### config.mk
export PLATFORM = sky130hd
export DESIGN_NAME = dp_controller
export DESIGN_NICKNAME = d
export VERILOG_FILES = /design/src/rtl/dp_pkg.sv /design/src/rtl/dp_regfile.sv /design/src/rtl/dp_controller.sv
export SDC_FILE = /design/constraint.sdc
export NUM_CORES = 1
export LEC_CHECK = 0
export CAP_MARGIN = 20
export CORE_UTILIZATION = 61
export CTS_CLUSTER_DIAMETER = 40
export CTS_CLUSTER_SIZE = 10
export DETAILED_ROUTE_END_ITERATION = 7
export PLACE_DENSITY = 0.81
export SETUP_SLACK_MARGIN = 0.5
export SLEW_MARGIN = 10
export SYNTH_ARGS = -nofsm -noshare
export SYNTH_HDL_FRONTEND = slang
export SYNTH_HIERARCHICAL = 1
export SYNTH_SLANG_ARGS = --single-unit
### constraint.sdc
create_clock -name clk -period 3.2 [get_ports clk]
set_input_delay 0.48 -clock clk [delete_from_list [all_inputs] [get_ports clk]]
set_output_delay 0.48 -clock clk [all_outputs]
set_load 0.01 [all_outputs]
### src/rtl/dp_pkg.sv
// Shared types and encodings for the data-processing instruction sequencer.
package dp_pkg;

  localparam int unsigned XLEN   = 32;
  localparam int unsigned NREGS  = 16;
  localparam int unsigned REG_AW = 4;

  typedef enum logic [1:0] {
    ST_IDLE   = 2'd0,
    ST_DECODE = 2'd1,
    ST_EXEC   = 2'd2,
    ST_WB     = 2'd3
  } state_e;

  localparam logic [3:0] CMD_AND = 4'b0000;
  localparam logic [3:0] CMD_SUB = 4'b0010;
  localparam logic [3:0] CMD_ADD = 4'b0100;
  localparam logic [3:0] CMD_CMP = 4'b1010;
  localparam logic [3:0] CMD_ORR = 4'b1100;

  localparam logic [3:0] ALU_AND = 4'b0000;
  localparam logic [3:0] ALU_SUB = 4'b0010;
  localparam logic [3:0] ALU_ADD = 4'b0100;
  localparam logic [3:0] ALU_ORR = 4'b1100;

  localparam logic [3:0] COND_EQ = 4'b0000;
  localparam logic [3:0] COND_NE = 4'b0001;
  localparam logic [3:0] COND_MI = 4'b0100;
  localparam logic [3:0] COND_PL = 4'b0101;
  localparam logic [3:0] COND_AL = 4'b1110;

  typedef struct packed {
    logic [3:0]  cond;
    logic [1:0]  op;
    logic        imm;
    logic [3:0]  cmd;
    logic        s;
    logic [3:0]  rn;
    logic [3:0]  rd;
    logic [11:0] op2;
  } instr_t;

  // imm8 rotated right by twice the 4-bit rotate field
  function automatic logic [XLEN-1:0] rot_imm(input logic [11:0] op2);
    logic [2*XLEN-1:0] dbl;
    dbl = {2{24'd0, op2[7:0]}};
    dbl = dbl >> {op2[11:8], 1'b0};
    return dbl[XLEN-1:0];
  endfunction

endpackage

### src/rtl/dp_regfile.sv
// 16-entry register file: one write port, operand and debug read ports.
module dp_regfile
  import dp_pkg::*;
#(
  parameter int unsigned DATA_WIDTH = 32
) (
  input  logic                  clk,
  input  logic                  rst_n,
  input  logic                  we,
  input  logic [REG_AW-1:0]     waddr,
  input  logic [DATA_WIDTH-1:0] wdata,
  input  logic [REG_AW-1:0]     raddr_a,
  output logic [DATA_WIDTH-1:0] rdata_a,
  input  logic [REG_AW-1:0]     raddr_b,
  output logic [DATA_WIDTH-1:0] rdata_b,
  input  logic [REG_AW-1:0]     raddr_dbg,
  output logic [DATA_WIDTH-1:0] rdata_dbg
);

  logic [DATA_WIDTH-1:0] regs_q [NREGS];
  logic [DATA_WIDTH-1:0] regs_d [NREGS];

  always_comb begin
    regs_d = regs_q;
    if (we) regs_d[waddr] = wdata;
  end

  always_ff @(posedge clk or negedge rst_n) begin
    if (!rst_n) begin
      for (int i = 0; i < int'(NREGS); i++) regs_q[i] <= '0;
    end else begin
      regs_q <= regs_d;
    end
  end

  assign rdata_a   = regs_q[raddr_a];
  assign rdata_b   = regs_q[raddr_b];
  assign rdata_dbg = regs_q[raddr_dbg];

endmodule

### src/rtl/dp_controller.sv
// Multi-cycle sequencer for data-processing instructions: decode, condition
// check, ALU drive for one cycle, then register/flag writeback.
module dp_controller
  import dp_pkg::*;
#(
  parameter int unsigned DATA_WIDTH = 32
) (
  input  logic                  clk,
  input  logic                  reset_n,
  input  logic                  InstrValid,
  output logic                  InstrReady,
  input  logic [31:0]           Instr,
  output logic [3:0]            ALUControl,
  output logic [DATA_WIDTH-1:0] SrcA,
  output logic [DATA_WIDTH-1:0] SrcB,
  input  logic [DATA_WIDTH-1:0] ALUResult,
  output logic                  Done,
  output logic                  Undef,
  output logic [1:0]            Flags,
  input  logic [3:0]            DbgAddr,
  output logic [DATA_WIDTH-1:0] DbgData
);

  state_e                state_q, state_d;
  instr_t                instr_q, instr_d;
  logic [DATA_WIDTH-1:0] result_q, result_d;
  logic [1:0]            flags_q, flags_d;
  logic                  exec_q, exec_d;
  logic                  undef_q, undef_d;
  logic                  done_q, done_d;
  logic                  undef_out_q, undef_out_d;
  logic                  ready_q, ready_d;

  logic                  wr_en_c;
  logic                  undef_c;
  logic                  cond_pass_c;
  logic [3:0]            alu_ctrl_c;
  logic [DATA_WIDTH-1:0] rn_data_c, rm_data_c;

  dp_regfile #(.DATA_WIDTH(DATA_WIDTH)) u_regfile (
    .clk       (clk),
    .rst_n     (reset_n),
    .we        (wr_en_c),
    .waddr     (instr_q.rd),
    .wdata     (result_q),
    .raddr_a   (instr_q.rn),
    .rdata_a   (rn_data_c),
    .raddr_b   (instr_q.op2[3:0]),
    .rdata_b   (rm_data_c),
    .raddr_dbg (DbgAddr),
    .rdata_dbg (DbgData)
  );

  // Decode of the latched instruction: legality and condition outcome
  always_comb begin
    logic cmd_ok;
    logic cond_ok;
    cmd_ok      = 1'b0;
    cond_ok     = 1'b1;
    cond_pass_c = 1'b0;
    alu_ctrl_c  = instr_q.cmd;
    case (instr_q.cmd)
      CMD_ADD, CMD_SUB, CMD_AND, CMD_ORR: cmd_ok = 1'b1;
      CMD_CMP: begin
        cmd_ok     = 1'b1;
        alu_ctrl_c = ALU_SUB;
      end
      default: cmd_ok = 1'b0;
    endcase
    case (instr_q.cond)
      COND_EQ: cond_pass_c = flags_q[0];
      COND_NE: cond_pass_c = !flags_q[0];
      COND_MI: cond_pass_c = flags_q[1];
      COND_PL: cond_pass_c = !flags_q[1];
      COND_AL: cond_pass_c = 1'b1;
      default: cond_ok     = 1'b0;
    endcase
    undef_c = (instr_q.op != 2'b00) || !cmd_ok || !cond_ok ||
              (!instr_q.imm && (instr_q.op2[11:4] != 8'd0));
  end

  // Next-state and writeback control
  always_comb begin
    state_d     = state_q;
    instr_d     = instr_q;
    result_d    = result_q;
    flags_d     = flags_q;
    exec_d      = exec_q;
    undef_d     = undef_q;
    wr_en_c     = 1'b0;
    done_d      = 1'b0;
    undef_out_d = 1'b0;
    ready_d     = 1'b0;
    case (state_q)
      ST_IDLE: begin
        if (InstrValid && ready_q) begin
          instr_d = Instr;
          state_d = ST_DECODE;
        end
      end
      ST_DECODE: begin
        undef_d = undef_c;
        exec_d  = !undef_c && cond_pass_c;
        state_d = (!undef_c && cond_pass_c) ? ST_EXEC : ST_WB;
      end
      ST_EXEC: begin
        result_d = ALUResult;
        state_d  = ST_WB;
      end
      ST_WB: begin
        state_d = ST_IDLE;
        if (exec_q) begin
          wr_en_c = (instr_q.cmd != CMD_CMP);
          if (instr_q.s || (instr_q.cmd == CMD_CMP))
            flags_d = {result_q[DATA_WIDTH-1], result_q == '0};
        end
      end
      default: state_d = ST_IDLE;
    endcase
    done_d      = (state_d == ST_WB);
    undef_out_d = (state_d == ST_WB) && undef_d;
    ready_d     = (state_d == ST_IDLE);
  end

  always_ff @(posedge clk or negedge reset_n) begin
    if (!reset_n) begin
      state_q     <= ST_IDLE;
      instr_q     <= '0;
      result_q    <= '0;
      flags_q     <= 2'b00;
      exec_q      <= 1'b0;
      undef_q     <= 1'b0;
      done_q      <= 1'b0;
      undef_out_q <= 1'b0;
      ready_q     <= 1'b1;
    end else begin
      state_q     <= state_d;
      instr_q     <= instr_d;
      result_q    <= result_d;
      flags_q     <= flags_d;
      exec_q      <= exec_d;
      undef_q     <= undef_d;
      done_q      <= done_d;
      undef_out_q <= undef_out_d;
      ready_q     <= ready_d;
    end
  end

  // ALU interface is only live during EXEC
  always_comb begin
    ALUControl = 4'd0;
    SrcA       = '0;
    SrcB       = '0;
    if (state_q == ST_EXEC) begin
      ALUControl = alu_ctrl_c;
      SrcA       = rn_data_c;
      SrcB       = instr_q.imm ? DATA_WIDTH'(rot_imm(instr_q.op2)) : rm_data_c;
    end
  end

  assign InstrReady = ready_q;
  assign Done       = done_q;
  assign Undef      = undef_out_q;
  assign Flags      = flags_q;

endmodule
; After elaboration in Yosys (flattened, before gate mapping)
; Index checks and enable logic that the tools add are counted.
[word_totals]
regBits = 585
latchBits = 0
ramBits = 0
rom_bits = 0
in_bits = 71
output_inout_bits = 105
wordCells = 107
memories = 0
[op_classes]
addsub = 0
mul = 0
div = 0
order_cmp = 5
n_eq_ne = 13
shifts = 1
n_mux = 26
bitwise = 4
reduce_logical = 26
[op_table]
columns = operator, count
row1 = $bwmux 512, 1
row2 = $bmux 32 s4, 3
row3 = $mux 32, 10
row4 = $demux 32 s4, 1
row5 = $shr 40x5->32, 1
row6 = $logic_not 32->1, 1
row7 = $ge 5x5->1 const B, 4
row8 = $not 4->5, 4
row9 = $eq 4x3->1 const B, 3
row10 = $eq 4x4->1 const B, 3
row11 = $reduce_or 5->1, 2
row12 = $logic_not 4->1, 2
row13 = $mux 4, 2
row14 = $pmux 2 s4, 1
row15 = $reduce_bool 8->1, 1
row16 = $eq 2x2->1 const B, 3
row17 = $logic_not 1->1, 6
row18 = $mux 1, 6
row19 = $logic_and 1x1->1, 5
row20 = $lt 5x1->1 const B, 1
row21 = $pmux 1 s5, 1
row22 = $eq 4x1->1 const B, 1
row23 = $eq 4x2->1 const B, 1
row24 = $logic_not 2->1, 2
row25 = other kinds (7), 10

; Longest topological paths before layout
[logic_depth]
depth_word = 13
ltp_mapped = 8
mapped_depth_nobuf = 6

; By module
; Netlist, hierarchy kept.
[by_module_without_submodules]
columns = module, n_inst, cells_per_inst, area_per_inst_um2, seq_area_each_um2
row1 = dp_regfile, 1, 1947, 30141.4, 12812.3
row2 = dp_controller, 1, 399, 4097.7, 1828.0

; Least setup slack after synthesis
; Ideal clock, no wire load.
[synth_path]
path_kind = reg2out
from = reg instr_q[0] in the netlist's numbering
to = out SrcB[9]
arrival_time_ps = 2029
required_ps = 2720
slack_ps = 691
path_stages_with_launch = 9
n_path_buf = 2
cell_sequence = dfrtp_1 > buf_2 > buf_2 > mux4_2 > a22oi_1 > nand2_1 > nor2b_1 > a21oi_1 > nor2_1
[synth_via]
elab_chain_len = 6
[synth_rtl]
columns = element, line
row1 = start: declaration, dp_controller.sv:25  ; instr_t instr_q, instr_d;
row2 = start signal: assignment, dp_controller.sv:138  ; instr_q <= instr_d;
row3 = $not 4->5 (not written as such), dp_regfile.sv:37  ; assign rdata_b = regs_q[raddr_b];
row4 = $bmux 32 s4, dp_regfile.sv:37
row5 = $mux 32 (not written as such) (2 in a row), dp_regfile.sv:37
row6 = named net rm_data_c[9], dp_controller.sv:38  ; logic [DATA_WIDTH-1:0] rn_data_c, rm_data_c;
row7 = $mux 32, dp_controller.sv:157  ; SrcB = instr_q.imm ? DATA_WIDTH'(rot_imm(instr_q.op2)) : rm_data_c;
row8 = $mux 32, dp_controller.sv:154  ; if (state_q == ST_EXEC) begin
row9 = end: declaration, dp_controller.sv:15  ; output logic [DATA_WIDTH-1:0] SrcB,
; The timed path passes the listed nets, and every way through them passes these cells. The select of a mux whose other input is x is not followed.

; Worst setup path after layout
[layout_path]
from = reg instr_q[0] in the netlist's numbering
to = out SrcB[30]
; Same word-level chain as after synthesis.

==> impl_metrics.tcl <==
set metrics [dict create \
    min_period_ns 3.52 \
    p_per_area_nw_per_um2 778 \
    synthCells 2346 \
    slowest_stage "dfrtp_4" \
    grt_overflow_total 0 \
    layout.nets 2728 \
    worst_r2r_path_depth 6 \
    maxCapViolations 0 \
    grt_use_total_pct 44.4 \
    drc 0 \
    synth.distinct_cells 42 \
    clockRootBuffer "clkbuf_16" \
    cpPeakStageDelay_ns 0.50 \
    crit_type "reg -> out" \
    max_freq_mhz 284 \
    fill_cells 2623 \
    dieArea_um2 57100 \
    violations "setup timing" \
    antenna_found_initial 5 \
    path_max_fanout 7 \
    cts_buffers 96 \
    synth-seq-cells 585 \
    ir_drop_mv 0.582 \
    relSlewSlack_pct 35.1 \
    finalHoldViolCount 0 \
    drive_gt1_share_pct 62.6 \
    drv_slew 0 \
    h-tree-depth 3 \
    ant_nets 0 \
    rows 86 \
    synth_edf_count 0 \
    avgSynthCellArea_um2 14.6 \
    crit_arrival_ns 3.04 \
    cts_tree "yes" \
    pwr-share-seq_pct 30.7 \
    p_int_mw 21.6 \
    synth.net_count 2422 \
    setup_violations 57 \
    viasPerCell 7.96 \
    clkSinkCount 585 \
    ioPinCount 176 \
    grt_max_degree 90 \
    die_w_um 239 \
    crit_top_cell "buf_12" \
    core_um2 55300 \
    finalPower_mw 34.4 \
    worstPathCellList "buf_12, buf_6, buf_12, buf_12, buf_12, mux4_2, a22oi_1, nand2_2, nand2_1, o21ai_1, buf_2" \
    io_buffer_count 175 \
    gp_congestion 0.915 \
    worst_slew_pin_slew_ns 0.973 \
    reg2reg_to "u_regfile/regs_q[402]" \
    clkTransAtPathRegs_ns 0.05 \
    rsz0062_at_grt "yes" \
    setup_tns_ns -7.88 \
    finalWirelength_um 132000 \
    yosysSeqAreaShare_pct 42.8 \
    endpoint_kind "output port" \
    grt_pass1_vias 28300 \
    worstPathRequired_ns 2.72 \
    finalClockSkew_ns 0.0281 \
    total_leakage_power_nw 19.6 \
    cts_max_path_buffers 3 \
    power_frac_clock_pct 31.2 \
    fp.dieH_um 239 \
    netlist_area_um2 34200 \
    drt-initial-drc-count 3972 \
    post_drt_wl_per_cell_um 38.1 \
    finalCritPeriodShare_pct 110 \
    reg2reg_from "instr_q[22]" \
    first_pass_iters 6 \
    p_sw_share_pct 37.2 \
    async_flop_share_pct 100 \
    start_util_pct 61.9 \
    reg2reg_slack_ns 0.49 \
    hold_class "in -> reg" \
    outcome "finished with violations" \
    power_switching_mw 12.8 \
    worstSkewPairLatency_ns 0.68 \
    final.setup.worst_slack_ns -0.316 \
    synth-main-ff-cell "dfrtp_1" \
    syn_to_final_growth_pct 29.0 \
    ys_warn_count 6 \
    cp-endpoint "SrcB[30]" \
    grt_first_pass_wirelength_um 183000 \
    startpoint_type "register" \
    crit_start "instr_q[0]" \
    num_vias 27700 \
    power_frac_comb_pct 38.0 \
    post-dp-hpwl_um 65400 \
]
==> cell type report <==
cell class                 count  area (µm²)  share of cell area, %
clock inverter                54         614                   1.39
multi-input combinational   1516       19800                   44.7
timing repair buffer         449        5510                   12.5
clock buffer                 117        2680                   6.06
inverter                       4        15.0                 0.0340
antenna                        1        2.50                0.00566
sequential                   585       14700                   33.2
tap                          748         936                   2.12
==> how the worst min path moves through the flow <==
stage / from / to / slack [ns] / cells after the start
detailed placement: exec_q / exec_q / 0.47 / 1
finish: ALUResult[20] / result_q[20] / 0.42 / 2
CTS: ALUResult[20] / result_q[20] / 0.41 / 2
global route: ALUResult[28] / result_q[28] / 0.42 / 2
floorplan: reset_n / Done / 0.18 / 0
global placement: exec_q / exec_q / 0.47 / 1
==> routing by layer <==
layer  vias up  wire, µm  track usage (%)
met5         -        79                0
met4         6     12800             33.1
met3      1056     20400             16.4
met2      2923     58700             65.7
met1     13700     40300             53.3
li1       9934         -                -
==> repair_timing <==
action                     4_1_cts  5_1_grt
pin swaps                      150      105
hold buffers                     1        0
resized for setup              560      145
cloned                          20        3
hold endpoints to repair        73        0
setup endpoints to repair      149      100
buffers inserted                77       35
==> critical path: cells and delay by family (launching register included) <==
kind                   cells  cell delay [ns]
buffers and inverters      6             0.81
DFF                        1             0.50
muxes                      1             0.43
AOI/OAI and AO/OA          2             0.37
and+or+nand+nor            2             0.24
==> Yosys cell counts, types with 3 or more instances <==
| master | count | area [µm²] |
|---|---|---|
| a22oi_1 | 194 | 1460 |
| a21oi_1 | 22 | 110 |
| mux2_1 | 45 | 507 |
| nor2_1 | 40 | 150 |
| nor4_1 | 9 | 56.3 |
| mux2i_1 | 13 | 130 |
| buf_1 | 11 | 41.3 |
| a31oi_1 | 6 | 37.5 |
| inv_1 | 3 | 11.3 |
| nand3b_1 | 5 | 37.5 |
| nor3_1 | 6 | 30.0 |
| clkbuf_1 | 140 | 526 |
| nand2b_1 | 12 | 75.1 |
| nor2b_1 | 20 | 125 |
| buf_4 | 3 | 22.5 |
| mux4_2 | 386 | 8690 |
| nand3_1 | 9 | 45.0 |
| buf_2 | 87 | 435 |
| dfrtp_1 | 584 | 14600 |
| ha_1 | 5 | 62.6 |
| or3_1 | 3 | 18.8 |
| a211oi_1 | 5 | 37.5 |
| and2_1 | 40 | 250 |
| nand2_1 | 121 | 454 |
| mux2_2 | 533 | 6000 |
| nand4b_1 | 3 | 26.3 |
| o21ai_0 | 22 | 110 |
==> state kept, by name, summed over array words and instances, names as in the netlist <==
| name | cells |
|---|---|
| instr_q | 32 |
| u_regfile/regs_q | 512 |
| undef_q | 1 |
| Flags | 2 |
| state_q | 2 |
| Done | 1 |
| exec_q | 1 |
| result_q | 32 |
| Undef | 1 |
| InstrReady | 1 |
==> kinds of logic (layout without fill, tap and decap cells) <==
logic type	after synthesis	count (layout)	synth area share (%)
simple gates	277	277	3.94
mux	977	977	44.8
compound gates	257	257	5.31
fa+ha+maj	5	5	0.183
buf+inv	245	624	3.04
other cells	0	1	0
flops	585	585	42.8
==> power groups by stage <==
| stage | Clock (mW) | Sequential [mW] | Combinational, mW |
|---|---|---|---|
| 3_3_place_gp | 0 | 10.2 | 8.82 |
| 3_5_place_dp | 0 | 10.3 | 8.98 |
| 6_report | 10.7 | 10.6 | 13.1 |
| 2_1_floorplan | 0 | 9.10 | 6.11 |
| 4_1_cts | 10.6 | 10.3 | 11.7 |
| 5_1_grt | 11.1 | 10.6 | 13.3 |
==> placed cells by master (no fill, tap or decap), types with 53 or more instances in the layout <==
cell type	synthesis	routed
dfrtp_1	584	574
mux2_2	533	533
mux4_2	386	386
a22oi_2	0	142
buf_4	3	107
clkbuf_16	0	103
buf_12	0	86
nand2_1	121	77
clkdlybuf4s50_1	0	72
buf_6	0	53
==> through the flow <==
step / area (µm²) / utilization [%] / std cells / hold slack (ns) / worst slack, ns
floorplan: 34200 / - / 2346 / 0.184 / 0.691
global route: 44200 / 79.9 / 3473 / 0.417 / -0.369
detailed placement: 37900 / 68.5 / 3166 / 0.475 / 0.0604
finish: 44200 / 79.9 / 3474 / 0.418 / -0.316
global placement: 37900 / 68.5 / 3166 / 0.470 / 0.0795
CTS: 43400 / 78.4 / 3435 / 0.413 / -0.233
No activity file was read; power rests on OpenSTA's default activity.
